===== src/rtl/mdu_ctrl.sv =====
// Issue/stall controller for the multiply/divide unit beside the E stage.
// Tracks the unit's busy window locally and flags any disagreement with it.
module mdu_ctrl (
  input  logic        clk,
  input  logic        reset,
  input  logic        d_md_valid,
  input  logic        e_md_valid,
  input  logic [2:0]  e_mdop,
  input  logic        md_busy,
  output logic        md_start,
  output logic [2:0]  md_op,
  output logic        stall_d,
  output logic        busy_shadow,
  output logic        err_sticky,
  output logic [15:0] stall_cnt
);

  localparam int unsigned CNT_W = 16;
  localparam logic [3:0] MUL_REMAIN = 4'd5;
  localparam logic [3:0] DIV_REMAIN = 4'd10;
  localparam logic [CNT_W-1:0] CNT_MAX = '1;

  typedef enum logic [1:0] {
    IDLE    = 2'd0,
    RUN_MUL = 2'd1,
    RUN_DIV = 2'd2
  } state_t;

  state_t     state;
  logic [3:0] remain;
  logic       is_arith;
  logic       protocol_err;

  // Ops 0-3 are mult/multu/div/divu; 4-7 only touch HI/LO.
  assign is_arith     = ~e_mdop[2];
  assign md_start     = ~reset & e_md_valid & is_arith & (state == IDLE);
  assign md_op        = e_md_valid ? e_mdop : 3'd0;
  assign stall_d      = ~reset & d_md_valid & (md_start | busy_shadow);
  // Nothing HI/LO-related may sit in E while an operation is running.
  assign protocol_err = e_md_valid & (state != IDLE);

  always_ff @(posedge clk or posedge reset) begin
    if (reset) begin
      state       <= IDLE;
      remain      <= 4'd0;
      busy_shadow <= 1'b0;
      err_sticky  <= 1'b0;
      stall_cnt   <= '0;
    end else begin
      case (state)
        IDLE: begin
          if (md_start) begin
            state       <= e_mdop[1] ? RUN_DIV : RUN_MUL;
            remain      <= e_mdop[1] ? DIV_REMAIN : MUL_REMAIN;
            busy_shadow <= 1'b1;
          end
        end
        RUN_MUL, RUN_DIV: begin
          if (remain != 4'd0) begin
            remain <= remain - 4'd1;
          end else begin
            state       <= IDLE;
            busy_shadow <= 1'b0;
          end
        end
        default: begin
          state       <= IDLE;
          remain      <= 4'd0;
          busy_shadow <= 1'b0;
        end
      endcase

      if ((md_busy != busy_shadow) || protocol_err) begin
        err_sticky <= 1'b1;
      end

      if (stall_d && (stall_cnt != CNT_MAX)) begin
        stall_cnt <= stall_cnt + CNT_W'(1);
      end
    end
  end

endmodule


===== config.mk =====
export PLATFORM = sky130hd
export DESIGN_NAME = mdu_ctrl
export DESIGN_NICKNAME = d
export VERILOG_FILES = /design/src/rtl/mdu_ctrl.sv
export SDC_FILE = /design/constraint.sdc
export NUM_CORES = 1
export LEC_CHECK = 0
export BUFFER_PORTS_ARGS = -buffer_cell sky130_fd_sc_hd__buf_2
export CAP_MARGIN = 20
export CORE_MARGIN = 2
export CORE_UTILIZATION = 53
export CTS_CLUSTER_DIAMETER = 120
export CTS_CLUSTER_SIZE = 30
export DETAILED_ROUTE_END_ITERATION = 8
export PLACE_DENSITY = 0.8
export SYNTH_ARGS = -nofsm -noshare
export SYNTH_HDL_FRONTEND = slang
export SYNTH_SLANG_ARGS = --single-unit

===== constraint.sdc =====
create_clock -name clk -period 2.07 [get_ports clk]
set_input_delay 0.1035 -clock clk [delete_from_list [all_inputs] [get_ports clk]]
set_output_delay 0.1035 -clock clk [all_outputs]
set_load 0.05 [all_outputs]

### Word-level counts from Yosys, hierarchy flattened

Index checks and enable logic that the tools add are counted.

* register bits after elaboration: 24
* bits in latches: 0
* output and inout bits: 23
* bits of input ports: 8
* RAM bits: 0
* memories kept: 0
* memory bits (read-only): 0
* word-level logic and storage cells: 43

* muxes and demuxes: 12
* add/subtract/negate cells: 2
* order comparisons: 0
* bitwise operators: 9
* shift operators: 0
* reduce and logical (&&, ||, !) cells: 8
* equality and inequality tests: 7
* div/mod/pow operators: 0
* multiply operators: 0

Operators by type and width (count)
* 16-bit by 1-bit adder with 16-bit output (second input constant): 1
* 16-bit inequality test (second input constant): 1
* 4-bit two-way mux: 3
* 4-bit one-hot mux with 2 select lines: 1
* 1-bit AND: 6
* 2-bit two-way mux: 3
* 2-bit inequality test (second input constant): 3
* 2-bit one-hot mux with 2 select lines: 1
* 2-bit AND reduction: 2
* 4-bit nonzero test: 1
* 4-bit by 1-bit subtractor with 4-bit output (second input constant): 1
* 3-bit two-way mux: 1
* 2-bit by 1-bit equality test with 1-bit output (second input constant): 1
* 2-bit equality test (second input constant): 1
* 2-bit zero test: 1
* 1-bit two-way mux: 2
* 1-bit NOT: 2
* 1-bit one-hot mux with 2 select lines: 1
* 2-bit nonzero test: 1
* 2-bit OR reduction: 1
* 1-bit logical AND: 1
* 1-bit logical OR: 1
* 1-bit inequality test: 1
* 1-bit OR: 1

### Longest topological paths before layout

Gate-level depths: netlist of the first run.

* depth in word-level cells: 7
* gate-level depth with buffers: 6
* mapped depth without buffers: 6

### Least setup slack after synthesis of the first run

Ideal clock, no wire load.

* kind: reg2reg
* start: reg stall_cnt[0]
* end: reg stall_cnt[1]
* data arrival time: 1.833 ns
* clock period less this slack: 1.958 ns
* stages on the path, launching flop included: 6
* library setup time: 0.125 ns
* required time: 1.945 ns
* buffers on the path: 0
* path slack: 0.112 ns
* cell sequence: dfrtp_1 > ha_1 > nand2_1 > nor3_4 > a21oi_2 > mux2_4

* word-level cells in the longest chain between the ends: 2
* elaborated cells between the ends (all ways): 3
* those cells by class: add/sub: 1; eq/ne: 1; reduce/logical: 1

RTL lines
* start: declaration: RTL line 15 `output logic [15:0] stall_cnt`
* start signal: assignment: RTL line 78 `stall_cnt <= stall_cnt + CNT_W'(1);`
* parallel branches: the longest is 2 deep, another holds 16-bit by 1-bit adder with 16-bit output

Parallel ways; which one is timed is not known.
A chain may end at the register's enable or synchronous reset.

### Worst setup path after layout of the first run

* start: reg state[0]
* end: out stall_d

* word-level cells in the longest chain between the ends: 4

RTL lines
* start: declaration: RTL line 29 `state_t state;`
* start signal: assignment: RTL line 53 `state <= e_mdop[1] ? RUN_DIV : RUN_MUL;`
* 2-bit zero test: RTL line 36 `assign md_start = ~reset & e_md_valid & is_arith & (state == IDLE);`
* 1-bit AND: RTL line 36
* 1-bit OR: RTL line 38 `assign stall_d = ~reset & d_md_valid & (md_start | busy_shadow);`
* 1-bit AND: RTL line 38
* end: declaration: RTL line 12 `output logic stall_d,`

Every way passes these cells.

==> results_dict.tcl, run 1 <==
set metrics [dict create \
    status "complete, no violations" \
    hold_viol_final 0 \
    worst_pin_slew_ns 0.669 \
    grt_pass1_wl_mm 5.31 \
    wirelength_mm 3.05 \
    grt_pass1_vias 1187 \
    nFillCells 213 \
    period_minus_slack_ns 1.92 \
    htree_levels 1 \
    diodes 0 \
    hpwlAfterDp_mm 2.24 \
    synth_seq_cells 24 \
    slowest_stage "dfrtp_1" \
    initial_utilization 0.563 \
    min_from "e_mdop[1]" \
    boundaryPins 31 \
    power.leakage_nw 0.850 \
    synth_area_per_cell_sq_um 10.6 \
    cts_buffers 3 \
    grt_max_degree 17 \
    place_worst_setup_slack_ns 0.295 \
    maxCapViolations 0 \
    fp-row-count 18 \
    grt_usage 0.216 \
    syn_inst 132 \
    dieArea_sq_um 3060 \
    crit_type "reg -> out" \
    stdcell_area_sq_um 1660 \
    drcViolationCount 0 \
    drive_gt1_frac 0.296 \
    fmax_mhz 522 \
    clk_pin_slew_worst_paths_ns 0.14 \
    cts_tree "yes" \
    hold-worst-slack_ns 0.0456 \
    worst-path-buf-inv 3 \
    cp-end-kind "output pin" \
    cp_slowest_stage_delay_ns 0.40 \
    drt_pass1_iterations 4 \
    grt-ovfl-total 0 \
    grt_setup_unrepaired "false" \
    cp_cell_sequence "inv_1 -> ha_1 -> and3b_2 -> o21ai_4 -> inv_1 -> buf_2" \
    antenna_found_initial 0 \
    cp-startpoint "state[0]" \
    core_area_sq_um 2480 \
    first_iter_violations 23 \
    clkLatencyLatePin_ns 0.33 \
    period_share 0.926 \
    worst_setup_path_start_kind "flip-flop" \
    synth-edff-count 0 \
    powerDensity_nw_per_um2 1180 \
    placement.cell_area_sq_um 1590 \
    die_w_microns 55.3 \
    crit_family "flip-flops" \
    netlist_area_sq_um 1390 \
    routedWlPerCell_microns 15.3 \
    cp.required_ns 1.97 \
    vias 1177 \
    yosysWarnings 0 \
    setup_viol 0 \
    fin_nets 183 \
    cts.sinks 24 \
    synthFlopType "dfrtp_1" \
    total_power_mw 1.96 \
    ant_nets 0 \
    r2r-start "state[0]" \
    numPortBuffers 30 \
    cpMostUsedCell "inv_1" \
    viasPerCell 5.91 \
    skew_ns 0.00207 \
    crit_arrival_ns 1.81 \
    dieHeight_microns 55.3 \
    synthArstFlopShare 1.00 \
    synthToLayoutAreaGrowth_pct 18.8 \
    slew_headroom 0.553 \
    synth_cell_type_count 44 \
    hold_class "in -> reg" \
    seq_area_frac_synth 0.431 \
    cts_root_buf "clkbuf_4" \
    drv_slew 0 \
    cts_buffer_depth 2 \
    synth_nets 145 \
    max-vdd-ir-drop_v 0.000885 \
    tns_ns 0 \
    post_cts_buffers 0 \
    setup_slack_ns 0.153 \
    place.gp.congestion 0.856 \
    cp_max_fo 7 \
]
per-stage QoR:
stage,std cells,utilization
2_1_floorplan,132,-
4_1_cts,199,0.665
3_3_place_gp,193,0.642
5_1_grt,199,0.668
6_report,199,0.668
3_5_place_dp,193,0.642
layout make-up:
class / count / area [sq um] / share of cell area
multi-input cells: 97 / 758 / 0.458
inverters: 10 / 37.5 / 0.0227
clock buffers: 4 / 36.3 / 0.0219
repair buffers: 34 / 185 / 0.112
flip-flops and latches: 24 / 601 / 0.363
well taps: 30 / 37.5 / 0.0227
worst paths after layout:
path	end	slack, ns	depth (start not counted)
max	stall_d	0.15	6
min in group asynchronous	stall_cnt[7]	0.42	3
max reg2reg	stall_cnt[10]	0.20	6
max in group asynchronous	err_sticky	1.07	4
min	state[0]	0.05	2
min reg2reg	err_sticky	0.50	2
placed cells by master (no fill, tap or decap), types with 2 or more instances in the layout:
cell           instances
a211oi_1               4
a22o_1                 4
and2_1                 5
buf_2                 30
buf_4                  2
clkbuf_4               3
dfrtp_1               24
dlygate4sd3_1          2
ha_1                   5
inv_1                 10
nand2_1               12
nand3_1                3
nand4_1                2
nor2_1                 3
nor3_1                 8
o21ai_0                5
o31ai_1                2
xnor2_1                2
xor2_1                13
sequential cells by signal, indices dropped and copies added, names as in the netlist:
register / cells
busy_shadow: 1
err_sticky: 1
remain: 4
stall_cnt: 16
state: 2
logic make-up after synthesis:
logic type | share of synthesized area
multiplexers | 0.0108
AO/OA/AOI/OAI | 0.176
buffers and inverters | 0.0305
flip-flops | 0.431
adder cells (fa/ha/maj) | 0.0449
XOR/XNOR | 0.0943
AND/OR/NAND/NOR | 0.213
metal layers:
| metal | track usage | wire length (microns) |
|---|---|---|
| met1 | 0.275 | 1340 |
| met2 | 0.364 | 1560 |
| met3 | 0.0281 | 106 |
| met4 | 0.101 | 41 |
| met5 | 0 | 0 |
report_power, final:
part	internal, mW	leakage [nW]	switching [mW]
logic	0.373	0.519	0.629
clock network	0.108	0.0210	0.154
registers	0.573	0.310	0.121
total	1.05	0.850	0.905
worst reg2reg max path: cells and delay by family (launching register included):
family	cells	cell delay (ns)
AO/OA/AOI/OAI	1	0.20
adder cells (fa/ha/maj)	1	0.24
AND/OR/NAND/NOR	3	0.90
flip-flops	1	0.42
buffers and inverters	1	0.07
cell usage after synthesis, drive strengths merged (2+ instances only):
| cell type | instances | share of area |
|---|---|---|
| dfrtp | 24 | 0.43 |
| nand3 | 3 | 0.011 |
| o31ai | 2 | 0.011 |
| xnor2 | 2 | 0.013 |
| xor2 | 13 | 0.082 |
| nor2 | 3 | 0.0081 |
| nor3 | 9 | 0.040 |
| a21oi | 2 | 0.0099 |
| o21ai | 7 | 0.028 |
| a211oi | 5 | 0.036 |
| ha | 5 | 0.045 |
| nand2 | 12 | 0.032 |
| a22o | 4 | 0.025 |
| and4 | 2 | 0.014 |
| inv | 10 | 0.027 |
| and2 | 5 | 0.022 |
| nand4 | 3 | 0.018 |
repair_timing:
item,4_1_cts,5_1_grt
gates resized for setup,0,2
hold buffers,2,0
setup endpoints to repair,0,3
endpoints found under the hold margin,16,0
Note: power is estimated with default switching activity, not from simulation.
==> inputs of run 2 (changes only) <==
- RECOVER_POWER: not set -> 50
==> run 2 against run 1 <==
Sequential share of layout area up 0.42 points. Highest routed layer unchanged. Worst hold slack about the same. Routed wire length fell by 0.33%. First-iteration DRC count down 13%. Non-clock buffer count unchanged. Global-route usage did not move. Core utilization shrank 0.76 points. Clock skew is 0.00097 ns lower. Sequential power about the same. Sequential cell count stayed put. Register-to-register slack about the same.
==> results_dict.tcl, run 2 (synthesis gave the netlist of run 1 again) <==
set metrics [dict create \
    largest_reg_flops 16 \
    critical_path_depth 6 \
    fp-row-count 18 \
    grt_usage 0.216 \
    cp_slowest_stage_delay_ns 0.40 \
    reg_top3 "stall_cnt (16), remain (4), state (2)" \
    tns_ns 0 \
    antenna_found_initial 0 \
    clk_pin_slew_worst_paths_ns 0.14 \
    vias 1175 \
    cts_root_buf "clkbuf_4" \
    cts_buffer_depth 2 \
    worst-path-buf-inv 3 \
    crit_arrival_ns 1.82 \
    cts_tree "yes" \
    grt_max_degree 17 \
    cpMostUsedCell "inv_1" \
    cp.required_ns 1.97 \
    drcViolationCount 0 \
    worstRegToRegCells 6 \
    wirelength_mm 3.04 \
    numPortBuffers 30 \
    grt_setup_unrepaired "false" \
    drt_pass1_iterations 4 \
    diodes 0 \
    dieHeight_microns 55.3 \
    initial_utilization 0.563 \
    min_from "e_mdop[1]" \
    slew_headroom 0.556 \
    core_area_sq_um 2480 \
    final_cell_mix "24 x dfrtp_1, 18 x buf_2, 13 x xor2_1, 13 x clkbuf_1, 12 x nand2_1" \
    holdPathEnd "state[0]" \
    hold_viol_final 0 \
    cp_cell_sequence "inv_1 -> ha_1 -> and3b_2 -> o21ai_4 -> inv_1 -> buf_2" \
    boundaryPins 31 \
    cp_max_fo 7 \
    hold-worst-slack_ns 0.0455 \
    worstHoldPathCells 2 \
    fin_nets 183 \
    ant_nets 0 \
    cts.sinks 24 \
    viasPerCell 5.90 \
    worst_setup_path_start_kind "flip-flop" \
    cts_buffers 3 \
    worst_pin_slew_ns 0.665 \
    status "complete, no violations" \
    place.gp.congestion 0.856 \
    rrSetupSlack_ns 0.20 \
    synthToLayoutAreaGrowth_pct 17.4 \
    htree_levels 1 \
    grt_pass1_wl_mm 5.31 \
    powerDensity_nw_per_um2 1190 \
    regMostFlops "stall_cnt" \
    setup_viol 0 \
    crit_family "flip-flops" \
    skew_ns 0.00110 \
    final_common_cell "dfrtp_1" \
    period_minus_slack_ns 1.92 \
    hold_class "in -> reg" \
    maxCapViolations 0 \
    first_iter_violations 20 \
    die_w_microns 55.3 \
    slowest_stage "dfrtp_1" \
    nFillCells 218 \
    cp-end-kind "output pin" \
    max-vdd-ir-drop_v 0.000885 \
    drv_slew 0 \
    power.leakage_nw 0.806 \
    period_share 0.928 \
    grt-ovfl-total 0 \
    fmax_mhz 520 \
    crit_type "reg -> out" \
    clkLatencyLatePin_ns 0.33 \
    hpwlAfterDp_mm 2.24 \
    grt_pass1_vias 1187 \
    dieArea_sq_um 3060 \
    drive_gt1_frac 0.219 \
    routedWlPerCell_microns 15.3 \
    r2r-start "state[0]" \
    r2r_end "stall_cnt[10]" \
]
==> run 2: cell types whose count changed in the layout (fill, tap and decap cells not counted), sizes merged <==
cell	before	now
clkbuf	4	17
buf	32	19
==> run 2: through the flow <==
stage	util	power, mW	instance area [sq um]	std cells	setup slack (ns)
after floorplan	-	1.44	1390	132	0.112
after CTS	0.665	1.94	1650	199	0.0824
final	0.661	1.95	1640	199	0.149
after global placement	0.642	1.63	1590	193	0.335
after detailed placement	0.642	1.68	1590	193	0.295
after global routing	0.661	2.09	1640	199	0.0316
==> run 2: final cells by class <==
cell class | count | area, sq um | share of cell area
clock buffers | 4 | 36.3 | 0.0222
inverters | 10 | 37.5 | 0.0229
multi-input cells | 97 | 758 | 0.463
flip-flops and latches | 24 | 601 | 0.367
well taps | 30 | 37.5 | 0.0229
repair buffers | 34 | 166 | 0.102
==> run 2: routing by layer <==
| metal | routed length [microns] | GRT usage |
|---|---|---|
| met1 | 1320 | 0.275 |
| met2 | 1560 | 0.364 |
| met3 | 107 | 0.0281 |
| met4 | 41 | 0.101 |
| met5 | 0 | 0 |
==> run 2: power breakdown <==
part	internal [mW]	total [mW]	switching [mW]
Sequential	0.573	0.694	0.122
Combinational	0.366	0.994	0.628
Clock	0.108	0.262	0.154
==> run 2: worst max-delay path by stage <==
stage            startpoint            end  slack (ns)
2_1_floorplan  stall_cnt[0]   stall_cnt[1]        0.11
5_1_grt            state[0]        stall_d        0.03
6_report           state[0]        stall_d        0.15
3_5_place_dp       state[0]  stall_cnt[10]        0.29
4_1_cts            state[0]        stall_d        0.08
3_3_place_gp       state[0]  stall_cnt[10]        0.34
==> run 2: what timing repair did <==
| action | CTS | global route |
|---|---|---|
| endpoints found under the hold margin | 16 | 0 |
| endpoints found under the setup margin | 0 | 3 |
| buffers inserted | 0 | 0 |
| resized for setup | 0 | 2 |
| hold buffers | 2 | 0 |
